==> config.mk <==
export PLATFORM = sky130hd
export DESIGN_NAME = bus_gen_arbiter
export DESIGN_NICKNAME = d
export VERILOG_FILES = /design/src/rtl/bus_gen_arbiter.sv
export SDC_FILE = /design/constraint.sdc
export NUM_CORES = 1
export LEC_CHECK = 0
export BUFFER_PORTS_ARGS = -buffer_cell sky130_fd_sc_hd__buf_4
export CAP_MARGIN = 10
export CORE_MARGIN = 10
export CORE_UTILIZATION = 45
export CTS_BUF_LIST = sky130_fd_sc_hd__clkbuf_4 sky130_fd_sc_hd__clkbuf_8
export DETAILED_ROUTE_END_ITERATION = 10
export PLACE_DENSITY = 0.88
export REMOVE_ABC_BUFFERS = 1
export SYNTH_ARGS = -nofsm -noshare
export SYNTH_HDL_FRONTEND = slang
export SYNTH_SLANG_ARGS = --single-unit
==> constraint.sdc <==
create_clock -name clk -period 3.6 [get_ports clk]
set_input_delay 0.36 -clock clk [delete_from_list [all_inputs] [get_ports clk]]
set_output_delay 0.36 -clock clk [all_outputs]
set_load 0.02 [all_outputs]
==> src/rtl/bus_gen_arbiter.sv <==
// bus_gen_arbiter: shared-bus generator with a round-robin arbiter.
// It moves one packet per transfer from a pending source FIFO into the
// destination FIFO(s) named by the packet's top 8-bit ID. Broadcast, self-send
// and out-of-range (dropped) IDs are all handled.
//
// Ports:
//   clk     - system clock, rising edge
//   reset   - synchronous, active-low reset
//   pndng   - per-device "FIFO not empty" flags
//   pop     - one-hot pop strobe to the granted source FIFO
//   D_pop   - head packet of each FIFO, lane i = [i*pckg_sz +: pckg_sz]
//   push    - push strobe(s) to the destination FIFO(s)
//   D_push  - captured bus packet, replicated on every lane
module bus_gen_arbiter #(
  parameter int unsigned pckg_sz   = 16,
  parameter int unsigned drvrs     = 8,
  parameter logic [7:0]  broadcast = 8'hFF
) (
  input  logic                     clk,
  input  logic                     reset,
  input  logic [drvrs-1:0]         pndng,
  output logic [drvrs-1:0]         pop,
  input  logic [drvrs*pckg_sz-1:0] D_pop,
  output logic [drvrs-1:0]         push,
  output logic [drvrs*pckg_sz-1:0] D_push
);

  localparam int unsigned IdxW = (drvrs > 1) ? $clog2(drvrs) : 1;
  localparam int unsigned IdW  = 8;

  typedef enum logic [1:0] {
    IDLE = 2'd0,
    POP  = 2'd1,
    PUSH = 2'd2
  } state_e;

  state_e              state_q, state_d;
  logic [IdxW-1:0]     grant_q, grant_d;
  logic [IdxW-1:0]     last_q, last_d;
  logic [pckg_sz-1:0]  pkt_q, pkt_d;
  logic [drvrs-1:0]    pop_q, pop_d;
  logic [drvrs-1:0]    push_q, push_d;

  logic                found_c;
  logic [IdxW-1:0]     sel_c;
  int unsigned         rr_idx_c;
  logic [drvrs-1:0]    sel_oh_c;
  logic [drvrs-1:0]    grant_oh_c;
  logic [pckg_sz-1:0]  lane_c;
  logic [IdW-1:0]      dest_c;
  logic [drvrs-1:0]    mask_c;

  // Round-robin pick: first pending device after the last one served, wrapping modulo drvrs
  always_comb begin
    found_c  = 1'b0;
    sel_c    = '0;
    rr_idx_c = 0;
    for (int unsigned k = 1; k <= drvrs; k++) begin
      rr_idx_c = (32'(last_q) + k) % drvrs;
      if (!found_c && pndng[IdxW'(rr_idx_c)]) begin
        found_c = 1'b1;
        sel_c   = IdxW'(rr_idx_c);
      end
    end
  end

  // One-hot forms of the new selection and the current grant
  always_comb begin
    sel_oh_c           = '0;
    sel_oh_c[sel_c]    = 1'b1;
    grant_oh_c         = '0;
    grant_oh_c[grant_q] = 1'b1;
  end

  // Head packet of the granted FIFO and its destination field
  always_comb begin
    lane_c = D_pop[32'(grant_q) * pckg_sz +: pckg_sz];
    dest_c = lane_c[pckg_sz-1 -: IdW];
  end

  // Destination mask; broadcast skips the source, out-of-range IDs are dropped
  always_comb begin
    mask_c = '0;
    if (dest_c == broadcast) begin
      mask_c = ~grant_oh_c;
    end else if (32'(dest_c) < drvrs) begin
      mask_c[IdxW'(dest_c)] = 1'b1;
    end
  end

  // Next-state and registered-output logic. Strobes are precomputed one cycle
  // ahead so pop is high throughout POP and push throughout PUSH.
  always_comb begin
    state_d = state_q;
    grant_d = grant_q;
    last_d  = last_q;
    pkt_d   = pkt_q;
    pop_d   = '0;
    push_d  = '0;
    case (state_q)
      IDLE: begin
        if (found_c) begin
          grant_d = sel_c;
          pop_d   = sel_oh_c;
          state_d = POP;
        end
      end
      POP: begin
        // Packet is captured here, so pndng changes during POP have no effect
        last_d  = grant_q;
        pkt_d   = lane_c;
        push_d  = mask_c;
        state_d = PUSH;
      end
      PUSH: begin
        state_d = IDLE;
      end
      default: begin
        state_d = IDLE;
      end
    endcase
  end

  // State register; reset aborts any transfer and discards the captured packet
  always_ff @(posedge clk) begin
    if (!reset) begin
      state_q <= IDLE;
      grant_q <= '0;
      last_q  <= IdxW'(drvrs - 1);
      pkt_q   <= '0;
      pop_q   <= '0;
      push_q  <= '0;
    end else begin
      state_q <= state_d;
      grant_q <= grant_d;
      last_q  <= last_d;
      pkt_q   <= pkt_d;
      pop_q   <= pop_d;
      push_q  <= push_d;
    end
  end

  assign pop    = pop_q;
  assign push   = push_q;
  assign D_push = {drvrs{pkt_q}};

endmodule

==> out/results.ini <==
[run_status]
status=completed

[placement]
port_buffers=281
placed_area_mm2=0.00595
gp_congestion=0.905
place_hpwl_um=14100

[synthesis]
ys_ff_latch=40
synthDistinctLibCells=78
syn_inst=515
synth_seq_area_share_pct=17.2
synth_ff_type=dfxtp_1
ys_warn_count=0
synth_edf_count=0
netlist_area_mm2=0.00465
async_reset_ff_share_pct=0
synth.avg_cell_area_um2=9.04

[worst_hold_path]
hold_depth=3
min_to=pkt_q[2]
min-delay-start=D_pop[114]
worstHoldPathType=input port to flip-flop

[clock_tree]
cts.sinks=40
cts_setup_buffers=0
cts-htree-levels=2
postCtsResizedCells=0
cts_tree=built
clk_pin_slew_ps=90
hold_buffers=0
clockBufferDepth=2
root_buffer=clkbuf_8
clk-insertion-delay-late_ps=300
cts_buffers=5

[grt]
grt.busiest_layer=met2
grt_pass1_vias=4279
antenna_found_initial=0
grt_max_degree=33
grt_util_met2_pct=41.6
met1_usage_pct=22.4
grt_use_met3_pct=3.84
grt_pass1_wl_um=25200
grt_util_all_layers_pct=20.8
grt-ovfl-total=0

[floorplan]
die_w_um=122
core-area_mm2=0.0102
start_util_pct=45.7
ios=282
die_h_um=122
fp.dieArea_mm2=0.0148
rows=37

[detailed_routing]
drt-wirelength-per-cell_um=21.4
vias=4439
drtAntennaViolNets=0
drc=0
dr.pass1.iters=5
routed_wl_um=17100
avgViaCountPerCell=5.55
drt-initial-drc-count=365

[timing]
fin_worst_skew_ps=11.1
final.period_utilization_pct=85.9
fmax_ghz=0.323
tns_ps=0
rsz0062_at_grt=false
hold_viol_final=0
finalMaxSlewViolations=0
relSlewSlack_pct=34.0
final-setup-viol-count=0
fin_hold_ws_ps=380
worst_slew_pin_slew_ps=985
fin_crit_ps=3090

[setup_path]
crit_chain=inv_4 > ha_1 > buf_4 > mux4_2 > a21oi_1 > a22oi_2 > o21ai_0 > a221oi_2 > a21oi_2 > nor4bb_1
cp.buffers_inverters=2
arrival_ps=3280
start_kind=flip-flop
rr_worst_depth=10
crit_type=flip-flop to flip-flop
cp_top_family=compound AO/OA/AOI/OAI gates
r2r_start=last_q[0]
slowest_delay_ps=530
r2r_end=pop[1]
cp_data_required_time_ps=3790
cp_max_fo=10
end_kind=flip-flop
r2r_setup_slack_ps=510
slowest_stage=ha_1

[pwr]
p_int_mw=1.55
switching_power_mw=1.27
p_leak_nw=2.90
clkPwrFrac_pct=14.0
powerDensity_mw_per_mm2=463
finalPower_mw=2.81
power_frac_comb_pct=63.5
switching_share_pct=45.1
seq_power_share_pct=22.5
max-vdd-ir-drop_mv=0.199

[final_layout]
areaGrowthSynthToFinish_pct=30.6
drive_gt1_share_pct=54.8
fin_area_mm2=0.00608
n_antenna_cell=0
final_nets=803
fillers=900

[flow_run]
cap_violations=0

power by group through the flow:
stage	clock network [mW]	registers (mW)	logic (mW)
final	0.394	0.633	1.79
after global routing	0.415	0.650	1.91
after CTS	0.400	0.633	1.80
after detailed placement	0	0.643	1.79
after global placement	0	0.638	1.77
after floorplan	0	0.937	0.768
how the worst max path moves through the flow:
stage                           from      end  slack [ps]  cells after the start
final                      last_q[0]   pop[1]         510                     10
after global routing       last_q[2]   pop[4]         290                      7
after CTS                  last_q[0]   pop[5]         490                      9
after detailed placement   last_q[0]   pop[5]         540                      9
after global placement    grant_q[2]  push[3]         620                      7
after floorplan           grant_q[2]  push[0]         120                      7
area by class of cell:
cell class | count | area, um^2 | share of cell area [%]
clock inverters | 2 | 38.8 | 0.638
inverters | 11 | 43.8 | 0.721
flip-flops and latches | 40 | 805 | 13.2
multi-input cells | 314 | 2740 | 45.1
repair buffers | 291 | 2200 | 36.2
well taps | 136 | 170 | 2.80
clock buffers | 6 | 82.6 | 1.36
worst register-to-register path, cell delays in order (launching register included):
cell      delay, ps
dfxtp_1         390
inv_4            90
ha_1            530
buf_4           240
mux4_2          360
a21oi_1         200
a22oi_2         160
o21ai_0         280
a221oi_2        100
a21oi_2         300
nor4bb_1        340
cells in the final DEF, fill, tap and decap left out, drive strengths merged, types with 5 or more instances in the layout:
cell / count
a21boi: 5
a21oi: 13
a221oi: 15
a22oi: 11
buf: 291
clkbuf: 6
dfxtp: 40
inv: 11
mux2: 22
mux2i: 31
mux4: 22
nand2: 36
nand3: 8
nor2: 33
nor2b: 7
nor3b: 6
o211a: 12
o211ai: 6
o21ai: 11
o221ai: 5
layer usage:
metal,up-vias,wire [um]
li1,2089,-
met1,2156,6310
met2,181,9530
met3,13,1170
met4,0,128
met5,-,0
sequential cells by signal, summed over array words and instances (netlist names):
register / count
pkt_q: 16
grant_q: 3
last_q: 3
push: 8
state_q: 2
pop: 8
metrics by stage:
stage                     instances  setup WS (ps)  utilization (%)
after CTS                       800            486             59.7
after global routing            800            294             59.7
after floorplan                 365            120                -
after global placement          792            621             58.5
after detailed placement        792            536             58.5
final                           800            507             59.7
cells in the mapped netlist, types with 3 or more instances:
cell type	count	area (um^2)
a211o_1	4	35.0
a211oi_1	4	30.0
a21boi_0	4	30.0
a21oi_1	12	60.1
a221oi_1	13	114
a22oi_1	10	75.1
a31oi_1	4	25.0
and2_1	3	18.8
and3_1	4	25.0
buf_1	3	11.3
buf_2	9	45.0
buf_4	118	886
buf_6	5	56.3
clkbuf_1	13	48.8
dfxtp_1	40	801
inv_1	9	33.8
mux2_2	21	236
mux2i_1	30	300
mux4_2	20	450
nand2_1	35	131
nand2b_1	4	25.0
nand3_1	8	40.0
nand3b_1	4	30.0
nor2_1	33	124
nor2b_1	7	43.8
nor3b_1	5	37.5
nor4b_1	3	26.3
o211a_1	12	120
o211ai_1	6	45.0
o21ai_0	9	45.0
o221ai_1	3	26.3
o22ai_1	3	18.8
cells by family (layout without fill, tap and decap cells):
kind of cell | count (synthesis) | in the layout | synth area share (%)
buffers and inverters | 161 | 310 | 24.0
and+or+nand+nor | 122 | 122 | 14.3
AOI/OAI and AO/OA | 110 | 110 | 20.0
muxes | 75 | 75 | 23.0
DFF | 40 | 40 | 17.2
xor gates and xnor gates | 5 | 5 | 1.10
adders and majority gates | 2 | 2 | 0.538
No activity file was read; power rests on OpenSTA's default activity.
